===== config.mk =====
export PLATFORM = sky130hd
export DESIGN_NAME = keypad_responder
export DESIGN_NICKNAME = d
export VERILOG_FILES = /design/src/rtl/keypad_pkg.sv /design/src/rtl/bounce_gen.sv /design/src/rtl/keypad_responder.sv
export SDC_FILE = /design/constraint.sdc
export NUM_CORES = 1
export LEC_CHECK = 0
export CAP_MARGIN = 20
export CORE_MARGIN = 1
export CORE_UTILIZATION = 52
export CTS_BUF_LIST = sky130_fd_sc_hd__clkbuf_16
export DETAILED_ROUTE_END_ITERATION = 8
export DONT_BUFFER_PORTS = 1
export PLACE_DENSITY = 0.75
export SYNTH_ARGS = -nofsm -noshare
export SYNTH_HDL_FRONTEND = slang
export SYNTH_SLANG_ARGS = --single-unit

===== constraint.sdc =====
create_clock -name clk -period 3.5 [get_ports clk]
set_clock_uncertainty 0.1 [all_clocks]
set_input_delay 0.525 -clock clk [delete_from_list [all_inputs] [get_ports clk]]
set_output_delay 0.525 -clock clk [all_outputs]
set_load 0.02 [all_outputs]

===== src/rtl/keypad_pkg.sv =====
`default_nettype none
// ============================================================================
// Module      : keypad_pkg
// Description : Shared keypad definitions: responder states, key-code field
//               map and the idle column value.
// Revision    : 1.0 - initial release
// ============================================================================
package keypad_pkg;

    typedef enum logic [2:0] {
        IDLE       = 3'd0,
        BOUNCE_IN  = 3'd1,
        HOLD       = 3'd2,
        BOUNCE_OUT = 3'd3,
        GAP        = 3'd4
    } state_t;

    localparam int c_ROW_MSB = 3;
    localparam int c_ROW_LSB = 2;
    localparam int c_COL_MSB = 1;
    localparam int c_COL_LSB = 0;

    localparam logic [3:0] c_COLUMNA_IDLE = 4'b1111;

    function automatic logic [1:0] key_row(input logic [3:0] key);
        return key[c_ROW_MSB:c_ROW_LSB];
    endfunction

    function automatic logic [1:0] key_col(input logic [3:0] key);
        return key[c_COL_MSB:c_COL_LSB];
    endfunction

endpackage
`default_nettype wire


===== src/rtl/bounce_gen.sv =====
`default_nettype none
// ============================================================================
// Module      : bounce_gen
// Description : Contact-bounce waveform for one bounce phase: starts closed,
//               inverts every BOUNCE_TOGGLE cycles, ends open.
// Revision    : 1.0 - initial release
// ============================================================================
module bounce_gen #(
    parameter int BOUNCE_CYCLES = 64,
    parameter int BOUNCE_TOGGLE = 8
) (
    input  logic clk,
    input  logic rst,
    input  logic start,
    output logic level,
    output logic phase_end
);

    localparam int c_CNT_W = $clog2(BOUNCE_CYCLES + 1);
    localparam int c_TOG_W = $clog2(BOUNCE_TOGGLE + 1);
    localparam logic [c_CNT_W-1:0] c_CNT_LAST = c_CNT_W'(BOUNCE_CYCLES - 1);
    localparam logic [c_TOG_W-1:0] c_TOG_LAST = c_TOG_W'(BOUNCE_TOGGLE - 1);

    logic               r_active;
    logic               r_level;
    logic [c_CNT_W-1:0] r_cnt;
    logic [c_TOG_W-1:0] r_tog;

    always_ff @(posedge clk) begin
        if (rst) begin
            r_active <= 1'b0;
            r_level  <= 1'b0;
            r_cnt    <= '0;
            r_tog    <= '0;
        end else if (start) begin
            r_active <= 1'b1;
            r_level  <= 1'b1;
            r_cnt    <= '0;
            r_tog    <= '0;
        end else if (r_active) begin
            if (r_cnt == c_CNT_LAST) begin
                // Phase over: force open regardless of where the toggle stood
                r_active <= 1'b0;
                r_level  <= 1'b0;
                r_cnt    <= '0;
                r_tog    <= '0;
            end else begin
                r_cnt <= r_cnt + c_CNT_W'(1);
                if (r_tog == c_TOG_LAST) begin
                    r_tog   <= '0;
                    r_level <= ~r_level;
                end else begin
                    r_tog <= r_tog + c_TOG_W'(1);
                end
            end
        end
    end

    assign level     = r_level;
    assign phase_end = r_active && (r_cnt == c_CNT_LAST);

endmodule
`default_nettype wire


===== src/rtl/keypad_responder.sv =====
`default_nettype none
// ============================================================================
// Module      : keypad_responder
// Description : Emulates a bouncing key press on a scanned 4x4 matrix keypad,
//               answering the row scan on the column lines.
// Revision    : 1.0 - initial release
// ============================================================================
module keypad_responder
    import keypad_pkg::*;
#(
    parameter int BOUNCE_CYCLES = 64,
    parameter int BOUNCE_TOGGLE = 8,
    parameter int GAP_CYCLES    = 256
) (
    input  logic        clk,
    input  logic        rst,
    input  logic [3:0]  fila,
    output logic [3:0]  columna,
    input  logic        cmd_valid,
    input  logic [3:0]  cmd_key,
    input  logic [15:0] cmd_hold,
    output logic        cmd_ready,
    output logic        busy,
    output logic        done
);

    localparam int c_GAP_W = $clog2(GAP_CYCLES + 1);
    localparam logic [c_GAP_W-1:0] c_GAP_LAST = c_GAP_W'(GAP_CYCLES - 1);

    state_t             r_state;
    state_t             w_state_nxt;
    logic [1:0]         r_row;
    logic [1:0]         r_col;
    logic [15:0]        r_hold_len;
    logic [15:0]        r_hold_cnt;
    logic [c_GAP_W-1:0] r_gap_cnt;
    logic               r_ready;
    logic               r_busy;
    logic               r_done;
    logic [3:0]         r_columna;

    logic w_accept;
    logic w_hold_last;
    logic w_gap_last;
    logic w_bounce_start;
    logic w_bounce_level;
    logic w_bounce_end;
    logic w_contact;

    assign w_accept       = (r_state == IDLE) && cmd_valid;
    assign w_hold_last    = (r_state == HOLD) && (r_hold_cnt == r_hold_len - 16'd1);
    assign w_gap_last     = (r_state == GAP) && (r_gap_cnt == c_GAP_LAST);
    assign w_bounce_start = w_accept || w_hold_last;

    bounce_gen #(
        .BOUNCE_CYCLES (BOUNCE_CYCLES),
        .BOUNCE_TOGGLE (BOUNCE_TOGGLE)
    ) u_bounce_gen (
        .clk       (clk),
        .rst       (rst),
        .start     (w_bounce_start),
        .level     (w_bounce_level),
        .phase_end (w_bounce_end)
    );

    always_comb begin
        w_state_nxt = r_state;
        case (r_state)
            IDLE:       if (cmd_valid)    w_state_nxt = BOUNCE_IN;
            BOUNCE_IN:  if (w_bounce_end) w_state_nxt = HOLD;
            HOLD:       if (w_hold_last)  w_state_nxt = BOUNCE_OUT;
            BOUNCE_OUT: if (w_bounce_end) w_state_nxt = GAP;
            GAP:        if (w_gap_last)   w_state_nxt = IDLE;
            default:                      w_state_nxt = IDLE;
        endcase
    end

    always_ff @(posedge clk) begin
        if (rst) begin
            r_state    <= IDLE;
            r_ready    <= 1'b1;
            r_busy     <= 1'b0;
            r_done     <= 1'b0;
            r_row      <= 2'd0;
            r_col      <= 2'd0;
            r_hold_len <= 16'd0;
            r_hold_cnt <= 16'd0;
            r_gap_cnt  <= '0;
        end else begin
            r_state <= w_state_nxt;
            r_ready <= (w_state_nxt == IDLE);
            r_busy  <= (w_state_nxt != IDLE);
            r_done  <= w_gap_last;
            if (w_accept) begin
                r_row      <= key_row(cmd_key);
                r_col      <= key_col(cmd_key);
                r_hold_len <= (cmd_hold == 16'd0) ? 16'd1 : cmd_hold;
            end
            r_hold_cnt <= ((r_state == HOLD) && !w_hold_last) ? r_hold_cnt + 16'd1 : 16'd0;
            r_gap_cnt  <= ((r_state == GAP) && !w_gap_last) ? r_gap_cnt + c_GAP_W'(1) : '0;
        end
    end

    assign w_contact = (r_state == HOLD) ||
                       (((r_state == BOUNCE_IN) || (r_state == BOUNCE_OUT)) && w_bounce_level);

    // Only the selected row is looked at, so several low rows never ghost
    always_ff @(posedge clk) begin
        if (rst) begin
            r_columna <= c_COLUMNA_IDLE;
        end else begin
            r_columna <= c_COLUMNA_IDLE;
            if (w_contact && !fila[r_row]) begin
                r_columna[r_col] <= 1'b0;
            end
        end
    end

    assign columna   = r_columna;
    assign cmd_ready = r_ready;
    assign busy      = r_busy;
    assign done      = r_done;

endmodule
`default_nettype wire


# After elaboration in Yosys (flattened, before gate mapping)
# Index checks and enable logic that the tools add are counted.
op_classes:
  n_mux: 21
  addsub: 5
  n_reduce_logical: 26
  eq_ne: 8
  n_lt_le_gt_ge: 3
  n_bitwise: 5
op_table:
  columns: ["cell", "n"]
  rows:
  - ["$add 16x1->16 const B", 1]
  - ["$eq 16x16->1", 1]
  - ["$logic_not 16->1", 1]
  - ["$mux 16", 1]
  - ["$sub 16x1->16 const B", 1]
  - ["$mux 3", 5]
  - ["$pmux 3 s5", 1]
  - ["$add 9x1->9 const B", 1]
  - ["$eq 9x8->1 const B", 1]
  - ["$logic_and 1x1->1", 9]
  - ["$mux 1", 9]
  - ["$mux 4", 2]
  - ["$reduce_or 2->1", 4]
  - ["$add 7x1->7 const B", 1]
  - ["$eq 7x6->1 const B", 1]
  - ["$mux 7", 1]
  - ["$eq 3x2->1 const B", 2]
  - ["$logic_not 3->1", 2]
  - ["$lt 2x3->1 const B", 2]
  - ["$reduce_bool 3->1", 2]
  - ["$add 4x1->4 const B", 1]
  - ["$eq 4x3->1 const B", 1]
  - ["$not 1->1", 4]
  - ["$not 4->4", 1]
  - ["other kinds (9)", 13]
word_totals:
  inputBits: 27
  ff_bits: 68
  word_cells: 82

# Longest topological paths before layout
# Gate-level depths: netlist of run 1.
logic_depth:
  depth_word: 7
  ltp_mapped: 9
  mapped_depth_nobuf: 8

# Cells and area by module
# Synthesis of run 1 repeated with hierarchy kept, for this count alone.
hier_totals:
  hier_cells: 414
  area_unflattened_um2: 3448.3
by_module_without_submodules:
  columns: ["module", "instances", "cells_per_inst", "area_per_inst_um2"]
  rows:
  - ["keypad_responder", 1, 340, 2793.9]
  - ["bounce_gen", 1, 74, 654.4]

# Worst setup path before layout of run 1
# OpenSTA, ideal clock, no wires.
synth_timing:
  kind: "register to register"
  from: "reg r_hold_len[0]"
  to: "reg u_bounce_gen.r_level, in the netlist u_bounce_gen.level"
  synth_period_minus_slack_ns: 2.819
  n_path_buf: 0
  slack_ns: 0.681
  t_required_ns: 3.326
  setup_ns: 0.074
  stages_incl_launch_ff: 9
  arrival_ns: 2.644
  cell_sequence: "dfxtp_1 > inv_1 > ha_1 > or3b_1 > o21ai_0 > nand4bb_1 > or4b_2 > or4_1 > a31oi_1"
synth_between:
  elab_chain_cells: 6
synth_rtl:
  columns: ["item", "line_no", "text"]
  rows:
  - ["start: declaration", "keypad_responder.sv:34", "logic [15:0] r_hold_len;"]
  - ["start signal: assignment", "keypad_responder.sv:97", "r_hold_len <= (cmd_hold == 16'd0) ? 16'd1 : cmd_hold;"]
  - ["$sub 16x1->16 (*)", "keypad_responder.sv:51", "assign w_hold_last = (r_state == HOLD) && (r_hold_cnt == r_hold_len - 16'd1);"]
  - ["$eq 16x16->1 (*)", "keypad_responder.sv:51", null]
  - ["$logic_and 1x1->1 (*)", "keypad_responder.sv:51", null]
  - ["$logic_or 1x1->1 (*)", "keypad_responder.sv:53", "assign w_bounce_start = w_accept || w_hold_last;"]
  - ["$reduce_bool 3->1 (no source line) or $reduce_bool 2->1 (tied branches)", null, null]
  - ["$reduce_and 2->1 (no source line)", null, null]
  - ["end signal: assignment", "bounce_gen.sv:51", "r_level <= ~r_level;"]
  - ["end: declaration", "bounce_gen.sv:25", "logic r_level;"]
# Every way passes the cells marked *; elsewhere a longest branch is shown, timed or not.
# A chain may end at the register's enable or synchronous reset.

# Worst setup path after layout of run 1
# Ends and elaborated chain as after synthesis.

==> results of run 1 <==
[registers in the layout, summed over array words and instances, names as in the netlist, 2 cells and up]
signal / count
u_bounce_gen.r_tog: 4
u_bounce_gen.r_cnt: 7
r_hold_cnt: 16
r_col: 2
r_state: 3
r_hold_len: 16
r_row: 2
r_gap_cnt: 9
columna: 4
[cell usage in the layout (no fill, tap or decap), drive strengths merged, types with 2 or more instances in the layout]
cell type	n
xnor2	16
clkinv	3
nor4b	3
o21ai	10
nand2b	3
nor4	22
or4	4
nand3b	2
nor3	25
dfxtp	68
ha	6
and4b	3
or3b	2
a221oi	4
bufinv	2
mux2i	3
inv	11
a211o	2
and2	2
nand2	59
o2111ai	2
nor2b	5
nand4	10
and3	6
or3	4
a21oi	29
buf	4
nor2	29
nor3b	2
xor2	24
a211oi	5
nand3	15
a31oi	3
clkbuf	9
[layout make-up]
class / count / area [µm²] / area share, %
multi-input combinational: 319 / 1980 / 52.0
timing repair buffer: 4 / 30.0 / 0.787
inverter: 10 / 37.5 / 0.983
sequential: 68 / 1360 / 35.7
clock inverter: 7 / 82.6 / 2.16
tap: 77 / 96.3 / 2.52
clock buffer: 9 / 225 / 5.90
[cell usage after synthesis (3+ instances only)]
cell type  number
a211oi_1        5
a21oi_1        29
a221oi_1        4
a31oi_1         3
and3_1          6
and4b_1         3
clkbuf_1       18
dfxtp_1        68
ha_1            6
inv_1          10
mux2i_1         3
nand2_1        59
nand2b_1        3
nand3_1        15
nand4_1        10
nor2_1         29
nor2b_1         5
nor3_1         25
nor4_1         19
nor4b_1         3
o21ai_0        10
or3_1           4
or4_1           3
xnor2_1        16
xor2_1         24
[critical path: stages, from the launching register on]
cell       delay, ps
dfxtp_1          370
inv_1            100
ha_1             260
or3b_1           430
o21ai_0          190
nand4bb_1        160
or4b_2           720
or4_1            520
a31oi_1          170
[routing by layer]
layer	GRT usage, %	part of all wire [%]	routed length, µm
met1	29.7	45	3400
met2	36.9	45	3400
met3	5.24	8.2	623
met4	13.6	2.4	183
met5	0	0	0
[power by group]
group          internal [mW]  total, mW  switching (mW)
registers              0.798      0.836          0.0384
logic                 0.0866      0.196           0.109
clock network          0.613      0.928           0.316
total                   1.50       1.96           0.464
[cells by family (layout without fill, tap and decap cells)]
group	count (synthesis)	after routing	synth area share, %
AO/OA/AOI/OAI	69	69	12.7
XOR/XNOR	40	40	10.0
adder cells (fa/ha/maj)	6	6	2.15
buffers and inverters	34	30	4.16
flip-flops	68	68	39.0
multiplexers	4	4	1.51
AND/OR/NAND/NOR	200	200	30.4
[worst paths after layout]
| path | from | slack (ps) | cells past startpoint | to |
|---|---|---|---|---|
| worst max-delay path | r_hold_len[0] | 400 | 8 | u_bounce_gen.level |
| worst min-delay path | rst | 160 | 1 | r_hold_len[3] |
| worst max register to register | r_hold_len[0] | 400 | 8 | u_bounce_gen.level |
| worst min register to register | r_col[0] | 330 | 1 | columna[1] |
[stage by stage]
| stage | hold WS (ps) | util, % |
|---|---|---|
| 2_1_floorplan | 287 | - |
| 3_3_place_gp | 306 | 54.6 |
| 3_5_place_dp | 326 | 54.6 |
| 4_1_cts | 149 | 59.4 |
| 5_1_grt | 150 | 59.4 |
| 6_report | 161 | 59.4 |
==> impl_metrics.py, run 1 <==
metrics = {
    "run_status": {
        "status": "finished with violations",
        "violations": "design-rule violations",
    },
    "setup_path": {
        "setup.worst_path.class": "reg2reg",
        "startpoint_type": "flop",
        "cp_data_arrival_time_ps": 3250,
        "critPathMaxFanout": 6,
        "endpoint_kind": "flop",
        "required_ps": 3650,
    },
    "clock_network": {
        "cts_buffer_depth": 2,
        "hold_buffers": 0,
        "numCtsBuffers": 9,
        "cts_setup_buffers": 0,
        "cts_max_level": 3,
        "cts_tree": "built",
        "clock_latency_ps": 330,
        "cts.clk_slew.worst_paths_ps": 50,
        "cts_sinks": 68,
        "cts_resized": 0,
        "cts-root-buf": "clkbuf_16",
    },
    "synthesis": {
        "synth_edf_count": 0,
        "ys_ff_latch": 68,
        "synth-seq-area-share_pct": 39.0,
        "synth_top_area_cell": "dfxtp_1",
        "synth_top_cells_by_area": "dfxtp_1 39%, nand2_1 6.3%, xor2_1 6.0%",
        "syn_avg_cell_area_um2": 8.29,
        "syn-cell-area_um2": 3490,
        "synth_top_area_share_pct": 39.0,
        "syn_inst": 421,
        "synth_warnings": 0,
        "syn-num-nets": 454,
        "ys.flop_type": "dfxtp_1",
        "ys_async_sr_fraction_pct": 0,
        "ys_types": 59,
    },
    "sta": {
        "tightest_slew_ps": 919,
        "rsz0062_at_grt": "no",
        "hold_viol_final": 0,
        "slew_viol_final": 0,
        "setup_viol": 0,
        "finalCritPeriodShare_pct": 88.6,
        "setup_tns_ps": 0,
        "fmax_mhz": 323,
        "worst_slack_ps": 400,
        "slew_headroom_pct": 38.2,
        "finalCriticalPeriod_ps": 3100,
    },
    "power": {
        "p_total_mw": 1.96,
        "powerDensity_nw_per_um2": 514,
        "ir_drop_v": 0.000331,
        "power.leakage_nw": 1.33,
    },
    "routing": {
        "wl_um": 7600,
        "post_drt_via_cell_ratio": 6.11,
        "route.detailed.drc": 4,
        "drt-initial-drc-count": 190,
        "avgRoutedWirePerCell_um": 15.4,
        "postRouteAntennaNets": 0,
        "dr.pass1.iters": 6,
        "route.vias.total": 3017,
    },
    "layout": {
        "fin_area_um2": 3820,
        "area_growth_pct": 9.35,
        "antennaDiodeCount": 0,
        "nets": 445,
        "fillers": 562,
        "drive_gt1_share_pct": 6.24,
        "fin_cells": 494,
    },
    "die": {
        "io_pins": 34,
        "rows": 29,
        "die-area_um2": 7050,
        "initial_utilization_pct": 54.4,
        "fp.dieW_um": 83.9,
        "core_area_um2": 6420,
        "die_y_um": 83.9,
    },
    "flow_run": {
        "drv_cap": 0,
    },
    "global_route": {
        "grt_pass1_wl_um": 13100,
        "grt_pass1_vias": 2880,
        "antenna_found_initial": 0,
        "grt_start_max_net_pins": 39,
        "grt_use_total_pct": 23.5,
        "grt_overflow": 0,
    },
    "placement": {
        "place_ws_ps": 406,
        "place_inst": 478,
        "gp_congestion": 0.921,
        "post_dp_cell_area_um2": 3510,
        "port_buffers": 0,
        "place_hpwl_um": 5390,
    },
    "hold_path": {
        "worstHoldPathType": "in2reg",
    },
}
Power figures use the tool's default switching activity.
==> run 2: changes to the inputs <==
Settings changed: CELL_PAD_IN_SITES_DETAIL_PLACEMENT from default to 2, CELL_PAD_IN_SITES_GLOBAL_PLACEMENT from default to 2, CORE_UTILIZATION 52 to 38, CTS_BUF_LIST sky130_fd_sc_hd__clkbuf_16 to default, PLACE_DENSITY 0.75 to 0.87.
==> run 2 against run 1 <==
Compared with the run above: the flow now finishes without violations; cell area decreased by 0.49%; global-route usage shrank 0.64 points; critical path depth unchanged; die area up 36%; fmax decreased by 1.7%; setup slack got worse by 52 ps; sequential power about the same; worst hold slack worse by 28 ps; sequential share of layout area increased by 0.18 points; non-clock buffer count grew 2; first-iteration DRC count down 52%; routed wire length increased by 34%; largest power group is now sequential cells.
==> impl_metrics.py, run 2 (same netlist as run 1, synthesis figures left out) <==
metrics = {
    "run_status": {
        "status": "complete, no violations",
    },
    "global_route": {
        "met1_usage_pct": 26.3,
        "gr-usage-met3_pct": 3.79,
        "antenna_found_initial": 0,
        "grt_use_met2_pct": 40.6,
        "grt_overflow": 0,
        "grt_use_total_pct": 22.9,
        "grt_busiest_layer": "met2",
        "grt_start_max_net_pins": 39,
        "grt_pass1_vias": 3473,
        "grt_pass1_wl_um": 17400,
    },
    "sta": {
        "finalCriticalPeriod_ps": 3150,
        "setup_viol": 0,
        "slew_headroom_pct": 36.7,
        "fmax_mhz": 317,
        "slew_viol_final": 0,
        "rsz0062_at_grt": "no",
        "finalCritPeriodShare_pct": 90.1,
        "hold_viol_final": 0,
        "setup_tns_ps": 0,
        "tightest_slew_ps": 948,
    },
    "clock_network": {
        "cts-root-buf": "clkbuf_8",
        "cts_buffer_depth": 2,
        "cts_resized": 0,
        "cts_tree": "built",
        "cts_setup_buffers": 0,
        "clock_latency_ps": 360,
        "cts_sinks": 68,
        "cts.clk_slew.worst_paths_ps": 80,
        "numCtsBuffers": 9,
        "cts_max_level": 3,
        "hold_buffers": 0,
    },
    "routing": {
        "avgRoutedWirePerCell_um": 19.4,
        "postRouteAntennaNets": 0,
        "drt-initial-drc-count": 91,
        "dr.pass1.iters": 4,
        "wl_um": 10200,
        "route.vias.total": 3142,
        "post_drt_via_cell_ratio": 5.96,
        "route.detailed.drc": 0,
    },
    "die": {
        "die_y_um": 97.8,
        "initial_utilization_pct": 39.6,
        "die-area_um2": 9570,
        "rows": 34,
        "io_pins": 34,
        "core_area_um2": 8810,
        "fp.dieW_um": 97.8,
    },
    "layout": {
        "antennaDiodeCount": 0,
        "top_regs": "r_hold_cnt (16), r_hold_len (16), r_gap_cnt (9)",
        "fillers": 1003,
        "seqCellArea_um2": 1360,
        "area_growth_pct": 8.82,
        "multi_input_area_um2": 1980,
        "final_common_cell": "dfxtp_1",
        "nets": 447,
        "final_core_util_pct": 43.1,
        "mostFrequentLayoutCells": "68 x dfxtp_1, 59 x nand2_1, 29 x nor2_1, 29 x a21oi_1, 25 x nor3_1",
        "drive_gt1_share_pct": 7.64,
    },
    "power": {
        "powerDensity_nw_per_um2": 480,
        "ir_drop_v": 0.000195,
        "power.leakage_nw": 1.30,
    },
    "setup_path": {
        "required_ps": 3680,
        "critPathMaxFanout": 9,
        "setup.worst_path.class": "reg2reg",
        "startpoint_type": "flop",
        "cp_data_arrival_time_ps": 3330,
        "endpoint_kind": "flop",
    },
    "placement": {
        "port_buffers": 0,
        "place_hpwl_um": 7180,
        "gp_congestion": 0.861,
    },
    "hold_path": {
        "worstHoldPathType": "in2reg",
    },
    "flow_run": {
        "drv_cap": 0,
    },
}
==> run 2: cell types whose count changed in the layout (fill, tap and decap cells not counted) <==
cell        before  now
clkbuf_8         0   11
clkinv_1         3    0
clkbuf_16        9    0
inv_1           11   10
clkinv_4         0    1
clkinvlp_4       1    2
buf_4            4    6
==> run 2: cell type report <==
class / count / share of cell area, %
Clock buffer: 11 / 3.99
Sequential cell: 68 / 35.8
Multi-Input combinational cell: 319 / 52.2
Timing Repair Buffer: 6 / 1.19
Clock inverter: 5 / 2.21
Tap cell: 108 / 3.56
Inverter: 10 / 0.988
==> run 2: final timing paths <==
path	endpoint	start	depth (start not counted)	slack, ps
worst max-delay path	u_bounce_gen.level	r_hold_len[0]	8	350
worst min register to register	columna[1]	r_col[0]	1	330
worst min-delay path	u_bounce_gen.level	rst	1	130
worst max register to register	u_bounce_gen.level	r_hold_len[0]	8	350
==> run 2: where the power goes <==
group	switching [mW]	internal [mW]	total, mW	leakage [nW]
Combinational	0.127	0.0914	0.219	0.634
Sequential	0.0397	0.796	0.835	0.553
Clock	0.327	0.441	0.769	0.112
==> run 2: critical path, stage by stage, from the launching register on <==
cell and delay [ps]:
dfxtp_1 370, inv_1 100, ha_1 290, nor3b_2 520
and3_1 270, o32ai_1 80, or4b_2 660, or4_1 530
a31oi_1 170
==> run 2: layer usage <==
metal / vias up / part of all wire (%) / wire length, µm
met4: 0 / 3.2 / 328
met1: 1576 / 43 / 4360
met5: - / 0 / 0
met2: 44 / 51 / 5230
met3: 22 / 2.9 / 295
li1: 1500 / - / -
==> run 2: metrics by stage <==
stage | worst slack [ps] | power (mW) | area, µm² | cells | hold slack [ps]
after floorplan | 681 | 1.01 | 3490 | 421 | 287
after global placement | 526 | 1.05 | 3560 | 511 | 306
after detailed placement | 368 | 1.07 | 3560 | 511 | 321
after CTS | 344 | 1.84 | 3800 | 527 | 114
after global routing | 166 | 1.90 | 3800 | 527 | 115
final | 348 | 1.82 | 3800 | 527 | 133
==> run 3: changes to the inputs <==
Settings changed: SETUP_SLACK_MARGIN from default to 0.02, SYNTH_HIERARCHICAL from default to 1.
==> run 3 against run 2 <==
Compared with the run above: via count shrank 3.7%; sequential power decreased by 0.6%; global-route usage grew 0.38 points; worst hold slack better by 15 ps; die area is 1.2% lower; clock power about the same; non-clock buffer count down 2; first-iteration DRC count rose by 54%; routed wire length is 2.8% higher; setup slack gained 16 ps; clock-buffer cell count did not move; synthesized cell count is 1.7% lower.
==> impl_metrics.py, run 3 <==
metrics = {
    "run_status": {
        "status": "complete, no violations",
    },
    "layout": {
        "final_core_util_pct": 43.2,
        "antennaDiodeCount": 0,
        "area_growth_pct": 9.91,
        "mostFrequentLayoutCells": "68 x dfxtp_1, 66 x nand2_1, 40 x nor2_1, 27 x xnor2_1, 26 x a21oi_1",
        "nets": 441,
        "top_regs": "r_hold_cnt (16), r_hold_len (16), r_gap_cnt (9)",
        "final_common_cell": "dfxtp_1",
        "fin_area_um2": 3790,
        "drive_gt1_share_pct": 8.23,
    },
    "synthesis": {
        "synth_top_area_share_pct": 39.5,
        "ys_top_cells_by_count": "68 x dfxtp_1, 66 x nand2_1, 40 x nor2_1",
        "syn_avg_cell_area_um2": 8.33,
        "syn-cell-area_um2": 3450,
        "syn_inst": 414,
        "ys_ff_latch": 68,
        "synth-seq-area-share_pct": 39.5,
        "ys_types": 56,
        "syn-num-nets": 447,
        "synth_top_area_cell": "dfxtp_1",
        "yosysMostFrequentCell": "dfxtp_1",
        "synth_edf_count": 0,
        "ys.flop_type": "dfxtp_1",
        "synth_top_cells_by_area": "dfxtp_1 39%, nand2_1 7.2%, xnor2_1 6.9%",
        "ys_async_sr_fraction_pct": 0,
        "synth_warnings": 6,
    },
    "sta": {
        "slew_headroom_pct": 45.1,
        "slew_viol_final": 0,
        "finalCriticalPeriod_ps": 3140,
        "setup_viol": 0,
        "finalCritPeriodShare_pct": 89.6,
        "hold_slack_ps": 148,
        "fmax_mhz": 319,
        "setup_tns_ps": 0,
        "rsz0062_at_grt": "no",
        "tightest_slew_ps": 823,
        "hold_viol_final": 0,
    },
    "clock_network": {
        "cts_buffer_depth": 2,
        "clock_latency_ps": 350,
        "cts_max_level": 3,
        "cts-root-buf": "clkbuf_8",
        "cts_tree": "built",
        "cts.clk_slew.worst_paths_ps": 80,
        "cts_sinks": 68,
        "numCtsBuffers": 9,
    },
    "placement": {
        "port_buffers": 0,
        "post_dp_cell_area_um2": 3520,
        "gp_congestion": 0.802,
        "place_hpwl_um": 7220,
    },
    "power": {
        "swShare_pct": 26.0,
        "ir_drop_v": 0.000253,
        "p_total_mw": 1.77,
        "intPower_mw": 1.31,
        "power.leakage_nw": 1.40,
        "p_clk_share_pct": 43.3,
        "power_switching_mw": 0.460,
        "combPwrFrac_pct": 9.9,
        "power_frac_seq_pct": 46.8,
        "powerDensity_nw_per_um2": 468,
    },
    "routing": {
        "avgRoutedWirePerCell_um": 20.2,
        "dr.pass1.iters": 4,
        "postRouteAntennaNets": 0,
        "route.detailed.drc": 0,
        "route.vias.total": 3026,
        "post_drt_via_cell_ratio": 5.81,
        "drt-initial-drc-count": 140,
        "wl_um": 10500,
    },
    "hold_path": {
        "worstHoldPathType": "in2reg",
        "worstHoldPathCells": 1,
        "worstHoldStart": "rst",
    },
    "setup_path": {
        "startpoint_type": "flop",
        "worstReg2RegStart": "r_hold_len[2]",
        "r2r_cells": 9,
        "endpoint_kind": "flop",
        "cpMaxStageDelayCell": "or4_1",
        "critPathMaxFanout": 8,
        "cp_slowest_stage_delay_ps": 670,
        "cp_data_arrival_time_ps": 3270,
        "crit_chain": "or4_1 -> or3_1 -> a32o_1 -> o21ai_1 -> nand4_1 -> a211oi_2 -> nor2_1 -> o2111ai_1 -> nand3_1",
        "rrSetupSlack_ps": 360,
        "required_ps": 3630,
        "startpoint": "r_hold_len[2]",
        "r2r_end": "u_bounce_gen/r_tog[3]",
        "setup.worst_path.class": "reg2reg",
        "cp-endpoint": "u_bounce_gen/r_tog[3]",
    },
    "die": {
        "io_pins": 34,
        "die-area_um2": 9460,
        "fp.dieW_um": 97.3,
        "initial_utilization_pct": 39.3,
        "core_area_um2": 8760,
        "die_y_um": 97.3,
        "rows": 34,
    },
    "global_route": {
        "grt_overflow": 0,
        "antenna_found_initial": 0,
        "grt_use_total_pct": 23.3,
        "grt_pass1_vias": 3359,
        "grt_pass1_wl_um": 17500,
        "grt_start_max_net_pins": 35,
    },
    "flow_run": {
        "drv_cap": 0,
    },
}
run 3: changes by cell type in the layout (fill, tap and decap cells not counted), moves of 7 or more:
cell,change
nor4_1,-14
xor2_1,-7
nand2_1,+7
nor2_1,+11
nor3_1,-18
xnor2_1,+11
run 3: cell type report:
type	instances	area, µm²
repair buffers	4	33.8
fillers	950	4970
well taps	108	135
multi-input cells	317	1990
clock buffers	11	151
inverters	8	30.0
flip-flops and latches	68	1360
clock inverters	5	83.8
run 3: cell families after synthesis:
kind of cell,share of synthesized area [%]
AOI/OAI and AO/OA,11.2
buffers and inverters,3.56
adders and majority gates,2.18
DFF,39.5
and+or+nand+nor,30.9
xor gates and xnor gates,11.2
muxes,1.52
run 3: critical path: cells and delay by family (launching register included):
| kind | cells | cell delay (ps) |
|---|---|---|
| DFF | 1 | 410 |
| AOI/OAI and AO/OA | 4 | 970 |
| and+or+nand+nor | 5 | 1530 |
run 3: metal layers:
layer	global-route usage, %	routed length (µm)	part of all wire [%]	vias to the layer above
met5	0	0	0	-
met4	9.28	143	1.4	0
met3	3.96	443	4.2	11
met2	38.8	5140	49	54
met1	29.9	4780	46	1524
li1	-	-	-	1437
run 3: how the worst min path moves through the flow:
stage,to,slack [ps]
finish,r_hold_len[1],150
global route,r_hold_len[7],130
CTS,r_hold_len[1],130
detailed placement,columna[3],330
global placement,columna[1],310
floorplan,columna[1],290
run 3: stage by stage:
step / std cells / worst slack, ps
6_report: 521 / 364
3_5_place_dp: 504 / 96.5
5_1_grt: 521 / 163
2_1_floorplan: 414 / 605
4_1_cts: 520 / 128
3_3_place_gp: 504 / 331
run 3: power by group through the flow:
stage          combinational [mW]  sequential, mW  clock, mW
2_1_floorplan               0.142           0.830          0
5_1_grt                     0.193           0.834      0.807
4_1_cts                     0.170           0.828      0.779
3_3_place_gp                0.155           0.842          0
3_5_place_dp                0.166           0.845          0
6_report                    0.176           0.830      0.767
run 3: what timing repair did:
item / 4_1_cts / 5_1_grt
hold buffers: 0 / 0
resized for setup: 0 / 3
endpoints found under the setup margin: 0 / 13
buffers inserted: 0 / 0
